## src/rtl/counter_pkg.sv

```systemverilog
// Shared types for the down-counter/timer slice.
package counter_pkg;

  typedef enum logic [1:0] {
    CNT_IDLE  = 2'b00,
    CNT_RUN   = 2'b01,
    CNT_PAUSE = 2'b10
  } cnt_state_t;

endpackage

```

## src/rtl/counter_dec_core.sv

```systemverilog
// Combinational decrement with zero/one detection for the down-counter.
module counter_dec_core #(
  parameter int unsigned WIDTH = 4
) (
  input  logic [WIDTH-1:0] count,
  output logic [WIDTH-1:0] dec,
  output logic             is_zero,
  output logic             is_one
);

  assign dec     = count - WIDTH'(1);
  assign is_zero = (count == '0);
  assign is_one  = (count == WIDTH'(1));

endmodule

```

## src/rtl/counter_down_timer.sv

```systemverilog
// Programmable down-counter/timer: load, run, pause, one-cycle terminal pulse.
// Optional macro COUNTER_DOWN_TIMER_AUTO_RELOAD_EN reloads the preset at terminal count.
module counter_down_timer
  import counter_pkg::*;
#(
  parameter int unsigned EXPONENT = 4
) (
  input  logic                i_CLOCK_POS,
  input  logic                i_RESET_POS,
  input  logic                i_BIT_LOAD,
  input  logic [EXPONENT-1:0] i_VECTOR_PRESET,
  input  logic                i_BIT_START,
  input  logic                i_BIT_STOP,
  output logic [EXPONENT-1:0] o_VECTOR_OUT,
  output logic                o_BIT_BUSY,
  output logic                o_BIT_TERMINAL
);

  cnt_state_t          state_q;
  logic [EXPONENT-1:0] count_q;
  logic [EXPONENT-1:0] dec;
  logic                is_zero;
  logic                is_one;
  logic                terminal_q;
`ifdef COUNTER_DOWN_TIMER_AUTO_RELOAD_EN
  logic [EXPONENT-1:0] shadow_q;
`endif

  counter_dec_core #(.WIDTH(EXPONENT)) u_dec (
    .count   (count_q),
    .dec     (dec),
    .is_zero (is_zero),
    .is_one  (is_one)
  );

  always_ff @(posedge i_CLOCK_POS) begin
    if (i_RESET_POS) begin
      state_q    <= CNT_IDLE;
      count_q    <= '0;
      terminal_q <= 1'b0;
`ifdef COUNTER_DOWN_TIMER_AUTO_RELOAD_EN
      shadow_q   <= '0;
`endif
    end else begin
      terminal_q <= 1'b0;
      if (i_BIT_LOAD) begin
        count_q <= i_VECTOR_PRESET;
        state_q <= CNT_IDLE;
`ifdef COUNTER_DOWN_TIMER_AUTO_RELOAD_EN
        shadow_q <= i_VECTOR_PRESET;
`endif
      end else begin
        case (state_q)
          CNT_RUN: begin
            if (i_BIT_STOP) begin
              state_q <= CNT_PAUSE;
            end else if (is_zero || is_one) begin
              // Terminal event: pulse aligns with the post-terminal count value.
              terminal_q <= 1'b1;
`ifdef COUNTER_DOWN_TIMER_AUTO_RELOAD_EN
              count_q    <= shadow_q;
`else
              count_q    <= '0;
              state_q    <= CNT_IDLE;
`endif
            end else begin
              count_q <= dec;
            end
          end
          CNT_IDLE, CNT_PAUSE: begin
            if (i_BIT_START && !i_BIT_STOP) state_q <= CNT_RUN;
          end
          default: state_q <= CNT_IDLE;
        endcase
      end
    end
  end

  assign o_VECTOR_OUT   = count_q;
  assign o_BIT_BUSY     = (state_q == CNT_RUN);
  assign o_BIT_TERMINAL = terminal_q;

endmodule

```

## config.mk

```make
export PLATFORM = sky130hd
export DESIGN_NAME = counter_down_timer
export DESIGN_NICKNAME = d
export VERILOG_FILES = /design/src/rtl/counter_pkg.sv /design/src/rtl/counter_dec_core.sv /design/src/rtl/counter_down_timer.sv
export SDC_FILE = /design/constraint.sdc
export NUM_CORES = 1
export LEC_CHECK = 0
export CORE_AREA = 4 4 41 43
export DETAILED_ROUTE_END_ITERATION = 12
export DIE_AREA = 0 0 45 47
export HOLD_SLACK_MARGIN = 0.06
export MAX_ROUTING_LAYER = met4
export PLACE_DENSITY = 0.66
export SYNTH_ARGS = -nofsm -noshare
export SYNTH_HDL_FRONTEND = slang
export SYNTH_HIERARCHICAL = 1
export SYNTH_SLANG_ARGS = --single-unit
```

## constraint.sdc

```tcl
create_clock -name i_CLOCK_POS -period 1.9 [get_ports i_CLOCK_POS]
set_clock_uncertainty 0.1 [all_clocks]
set_input_delay 0.38 -clock i_CLOCK_POS [delete_from_list [all_inputs] [get_ports i_CLOCK_POS]]
set_output_delay 0.38 -clock i_CLOCK_POS [all_outputs]
set_load 0.02 [all_outputs]
```

# Word level (Yosys, flattened, before mapping)
# Cells that the tools add are included.
# op_classes
reduce_logical	11
n_mux	9
eq_ne	6
bitwise_logic	1
add_sub_neg	1
# op_table
cell	n
two-way mux 4 bit	4
two-way mux 2 bit	3
== test 4 x 1 -> 1 bit (second input constant)	1
zero test 4 bit	1
inequality test 2 bit (second input constant)	2
case mux 2 bit (2 select lines)	1
AND reduction 2 bit	2
OR reduction 2 bit	2
OR reduction 4 bit	1
subtractor 4 x 1 -> 4 bit (second input constant)	1
inequality test 3 x 2 -> 1 bit (second input constant)	1
== test 2 x 1 -> 1 bit (second input constant)	1
== test 2 bit (second input constant)	1
zero test 2 bit	1
nonzero test 2 bit	1
logical AND 1 bit	1
zero test 1 bit	1
logical OR 1 bit	1
two-way mux 1 bit	1
inverter 1 bit	1
# word_totals
inputBits	9
wordCells	31
regBits	7
out_inout_bits	6

# Logic depth before layout (Yosys ltp)
# logic_depth
ltp_word	6
depth_mapped	6
mapped_depth_nobuf	6

# Hierarchy
# The synthesis kept the hierarchy.
# by_module_without_submodules
module	n_inst	cells_per_inst	area_per_inst_um2
counter_down_timer	1	37	352.8
counter_dec_core	1	10	78.8

# Worst setup path before layout
# OpenSTA, ideal clock, no wires.
# synth_timing
path_kind	flip-flop to flip-flop
startpoint	register count_q[0] (netlist: o_VECTOR_OUT[0])
endpoint	register state_q[0]
required_ns	1.708
setup_slack_ns	0.320
synth_period_minus_slack_ns	1.580
path_stages_with_launch	7
arrival_time_ns	1.388
setup_ns	0.092
cell_sequence	dfxtp_1 inv_1 ha_1 nor3b_1 nor2_1 a21oi_1 nor4_1
# synth_between
elab_chain_len	4
elab_cells_between_ends	5
# synth_rtl
element	line	text
from (decl)	counter_down_timer.sv:20	logic [EXPONENT-1:0] count_q;
from (signal assigned)	counter_down_timer.sv:47	count_q <= i_VECTOR_PRESET;
zero test 4 bit	counter_dec_core.sv:12	assign is_zero = (count == '0);
net is_zero	counter_down_timer.sv:22	logic is_zero;
logical OR 1 bit	counter_down_timer.sv:57	end else if (is_zero || is_one) begin
inequality test 3 x 2 -> 1 bit (no line)	--	
AND reduction 2 bit (no line)	--	
to (signal assigned)	counter_down_timer.sv:56	state_q <= CNT_PAUSE;
to (signal assigned)	counter_down_timer.sv:64	state_q <= CNT_IDLE;
to (signal assigned)	counter_down_timer.sv:71	if (i_BIT_START && !i_BIT_STOP) state_q <= CNT_RUN;
to (decl)	counter_down_timer.sv:19	cnt_state_t state_q;
# The timed path passes the listed nets, and every way through them passes these cells.
# A chain may end at the register's enable or synchronous reset.

# Final worst setup path
# layout_timing
startpoint	register count_q[0] (netlist: o_VECTOR_OUT[0])
endpoint	output o_VECTOR_OUT[0]
# layout_rtl
element	line	text
to (decl)	counter_down_timer.sv:14	output logic [EXPONENT-1:0] o_VECTOR_OUT,
# No word-level cell between the ends.

==> metrics.md <==
| Metric | Value |
|---|---|
| Max clock buf depth | 2 |
| Critical path class | reg -> out |
| Sequential Power Share | 0.417 |
| Initial DRC count | 7 |
| Power per cell area | 616 nW/um^2 |
| Die width | 45 um |
| Area after DPL | 602 um^2 |
| Core area | 1300 um^2 |
| Slew @ Worst Pin | 0.340 ns |
| Critical path arrival | 1.30 ns |
| YS warnings | 6 |
| Mux cell area share after synthesis | 0.104 |
| Combinational share of power | 0.233 |
| Standard-cell rows | 13 |
| Post-Synth XOR/XNOR Area | 0.0406 |
| Final Max Tran Viols | 0 |
| Startpoint Class | flop |
| Top delay family on crit path | buffers and inverters |
| Slowest CP cell | clkdlybuf4s50_1 |
| Worst-path maximum fanout | 5 |
| Delay of the slowest critical-path stage | 0.64 ns |
| H-tree levels | 1 |
| Chip Height | 47 um |
| RSZ-0062 raised after global routing | false |
| Drt pass-1 iters | 4 |
| Final hold violations | 0 |
| Syn nets | 58 |
| Final WS setup | 0.121 ns |
| Final setup fails | 0 |
| Clock Tree Root | clkbuf_4 |
| NumNets Final | 79 |
| Clock tree sinks | 7 |
| Critical Path End | o_VECTOR_OUT[0] |
| Initial Util | 0.332 |
| Setup TNS Final | 0 ns |
| Synth cell types | 20 |
| Largest net degree at the start of global routing | 9 |
| Cells after Synth | 47 |
| WL final | 950 um |
| First-pass GRT wire length | 1590 um |
| WL/cell | 11.6 um |
| Vias per inst | 4.98 |
| Worst vdd ir | 0.285 mV |
| Layout cell share with drive strength beyond 1 | 0.194 |
| Boundary Pins | 15 |
| Clock share of power | 0.350 |
| Fin util | 0.484 |
| Origin of the worst setup path | o_VECTOR_OUT[0] |
| Initial antenna violation count | 0 |
| Final total power | 388 uW |
| Buf+Inv Stages, Crit Path | 1 |
| WP data required | 1.42 ns |
| Status | completed |
| Post-Synth Adder-Cell Area | 0.0580 |
| Ant diodes | 0 |
| Port Buffers | 14 |
| R2R Setup Slk | 0.26 ns |
| CTS tree | done |
| Final instance area | 629 um^2 |
| Max_slew headroom | 0.772 |
| Hold buffer count at CTS | 0 |
| Via count | 408 |
| GRT Overall Usage | 0.112 |
| Max-cap violation count | 0 |
| Simple-gate share of the synthesized area | 0.333 |
| Crit path depth | 1 |
| Compound-Gate Fraction of Synth Area | 0.0870 |
| DRC viols | 0 |
| Largest family of logic cells by synthesized area | simple AND/OR/NAND/NOR gates |
| Clk Latency, worst-skew pair | 0.25 ns |
| Final GP Congestion | 0.734 |
| Worst-path clk slew | 0.05 ns |
| Dpl ws | 0.114 ns |
| Post-route antenna net violation count | 0 |
| CTS buffer count | 3 |
| Vias in the first global route | 375 |
| Period utilization | 0.936 |
| Area Growth Syn to Fin | 45.8% |
| Reg-to-reg startpoint | o_VECTOR_OUT[0] |
| Seq/Total Area, Yosys | 0.325 |
| Cell Area, Synth | 432 um^2 |
| Seq cells post-synth | 7 |
| Remaining global-route overflow | 0 |
| Syn_area_per_cell | 9.18 um^2 |
| Worst-path cell chain | clkdlybuf4s50_1 |
| Final Critical Period | 1.78 ns |
| Worst R2R End | state_q[0] |
| Sw Ratio | 0.269 |
| Internal power | 283 uW |
| FMAX | 562 MHz |
| Crit end category | output port |
| Psw | 104 uW |
| Dpl hpwl | 740 um |
| Leakage power | 0.000257 uW |
| Die area | 2120 um^2 |
| Hold Crit Class | reg -> reg |
| Post-CTS setup buffer count | 0 |
| Reg2reg path depth | 6 |
==> sequential cells by signal, indices dropped and copies added (netlist names) <==
name	count
o_BIT_TERMINAL	1
o_VECTOR_OUT	4
state_q	2
==> kinds of logic after synthesis <==
logic type,Yosys count
and+or+nand+nor,21
AOI/OAI and AO/OA,7
DFF,7
buffers and inverters,4
muxes,4
xor gates and xnor gates,2
adders and majority gates,2
==> synthesized netlist by cell type <==
cell type  n  area [um^2]
dfxtp_1    7          140
a21oi_1    5         25.0
mux2_2     4         45.0
nand2_1    4         15.0
nand3_1    4         20.0
inv_1      3         11.3
nor2b_1    3         18.8
ha_1       2         25.0
nor3b_1    2         15.0
nor4_1     2         12.5
xor2_1     2         17.5
a22oi_1    1         7.51
buf_6      1         11.3
nand2b_1   1         6.26
nor2_1     1         3.75
nor3_1     1         5.00
nor3_2     1         10.0
nor4b_4    1         23.8
o21ai_0    1         5.00
or4b_4     1         13.8
==> placed cells by master (no fill, tap or decap) <==
cell type / synthesis / layout
a21oi_1: 5 / 5
a22oi_1: 1 / 1
buf_4: 0 / 3
clkbuf_1: 0 / 1
clkbuf_4: 0 / 3
clkdlybuf4s50_1: 0 / 12
dfxtp_1: 7 / 7
dlygate4sd2_1: 0 / 1
dlymetal6s2s_1: 0 / 1
ha_1: 2 / 2
inv_1: 3 / 3
mux2_2: 4 / 4
nand2_1: 4 / 4
nand2b_1: 1 / 1
nand3_1: 4 / 4
nor2_1: 1 / 1
nor2b_1: 3 / 3
nor3_1: 1 / 1
nor3_2: 1 / 1
nor3b_1: 2 / 2
nor4_1: 2 / 2
nor4b_4: 1 / 1
o21ai_0: 1 / 1
or4b_4: 1 / 1
xor2_1: 2 / 2
==> worst min path at each step <==
stage | startpoint | endpoint | cells after the start
finish | state_q[0] | state_q[0] | 3
CTS | state_q[0] | state_q[0] | 3
floorplan | i_RESET_POS | o_VECTOR_OUT[0] | 1
global placement | o_VECTOR_OUT[0] | o_VECTOR_OUT[0] | 3
detailed placement | state_q[0] | state_q[0] | 3
global route | state_q[0] | o_VECTOR_OUT[1] | 3
==> power groups by stage <==
stage          logic, uW  clock network [uW]  registers (uW)
2_1_floorplan       44.0                   0             170
3_3_place_gp        90.4                   0             165
3_5_place_dp        90.6                   0             165
4_1_cts             90.8                 144             162
5_1_grt             98.3                 155             163
6_report            90.3                 136             162
==> metrics by stage <==
stage               cells  hold WS [ns]
CTS                    82         0.560
global placement       78         0.537
finish                 82         0.552
floorplan              47         0.349
detailed placement     78         0.548
global route           82         0.592
==> routing by layer <==
metal	track usage	share of wire
met5	-	0
met4	0.0526	0.014
met3	0.0575	0.085
met2	0.161	0.46
met1	0.128	0.44
==> layout make-up <==
cell class / count / area (um^2)
Fill cell: 133 / 672
Multi-Input combinational cell: 36 / 269
Tap cell: 15 / 18.8
Sequential cell: 7 / 140
Timing Repair Buffer: 17 / 164
Clock buffer: 4 / 26.3
Inverter: 3 / 11.3
==> worst register-to-register path: stages, from the launching register on <==
cell     delay [ns]
dfxtp_1        0.41
inv_1          0.08
ha_1           0.22
nor3b_1        0.15
nor2_1         0.29
a21oi_1        0.12
nor4_1         0.17
==> timing repair <==
action / CTS / global route
hold endpoints to repair: 0 / 0
resized for setup: 1 / 1
setup endpoints to repair: 1 / 1
Note: power is estimated with default switching activity, not from simulation.
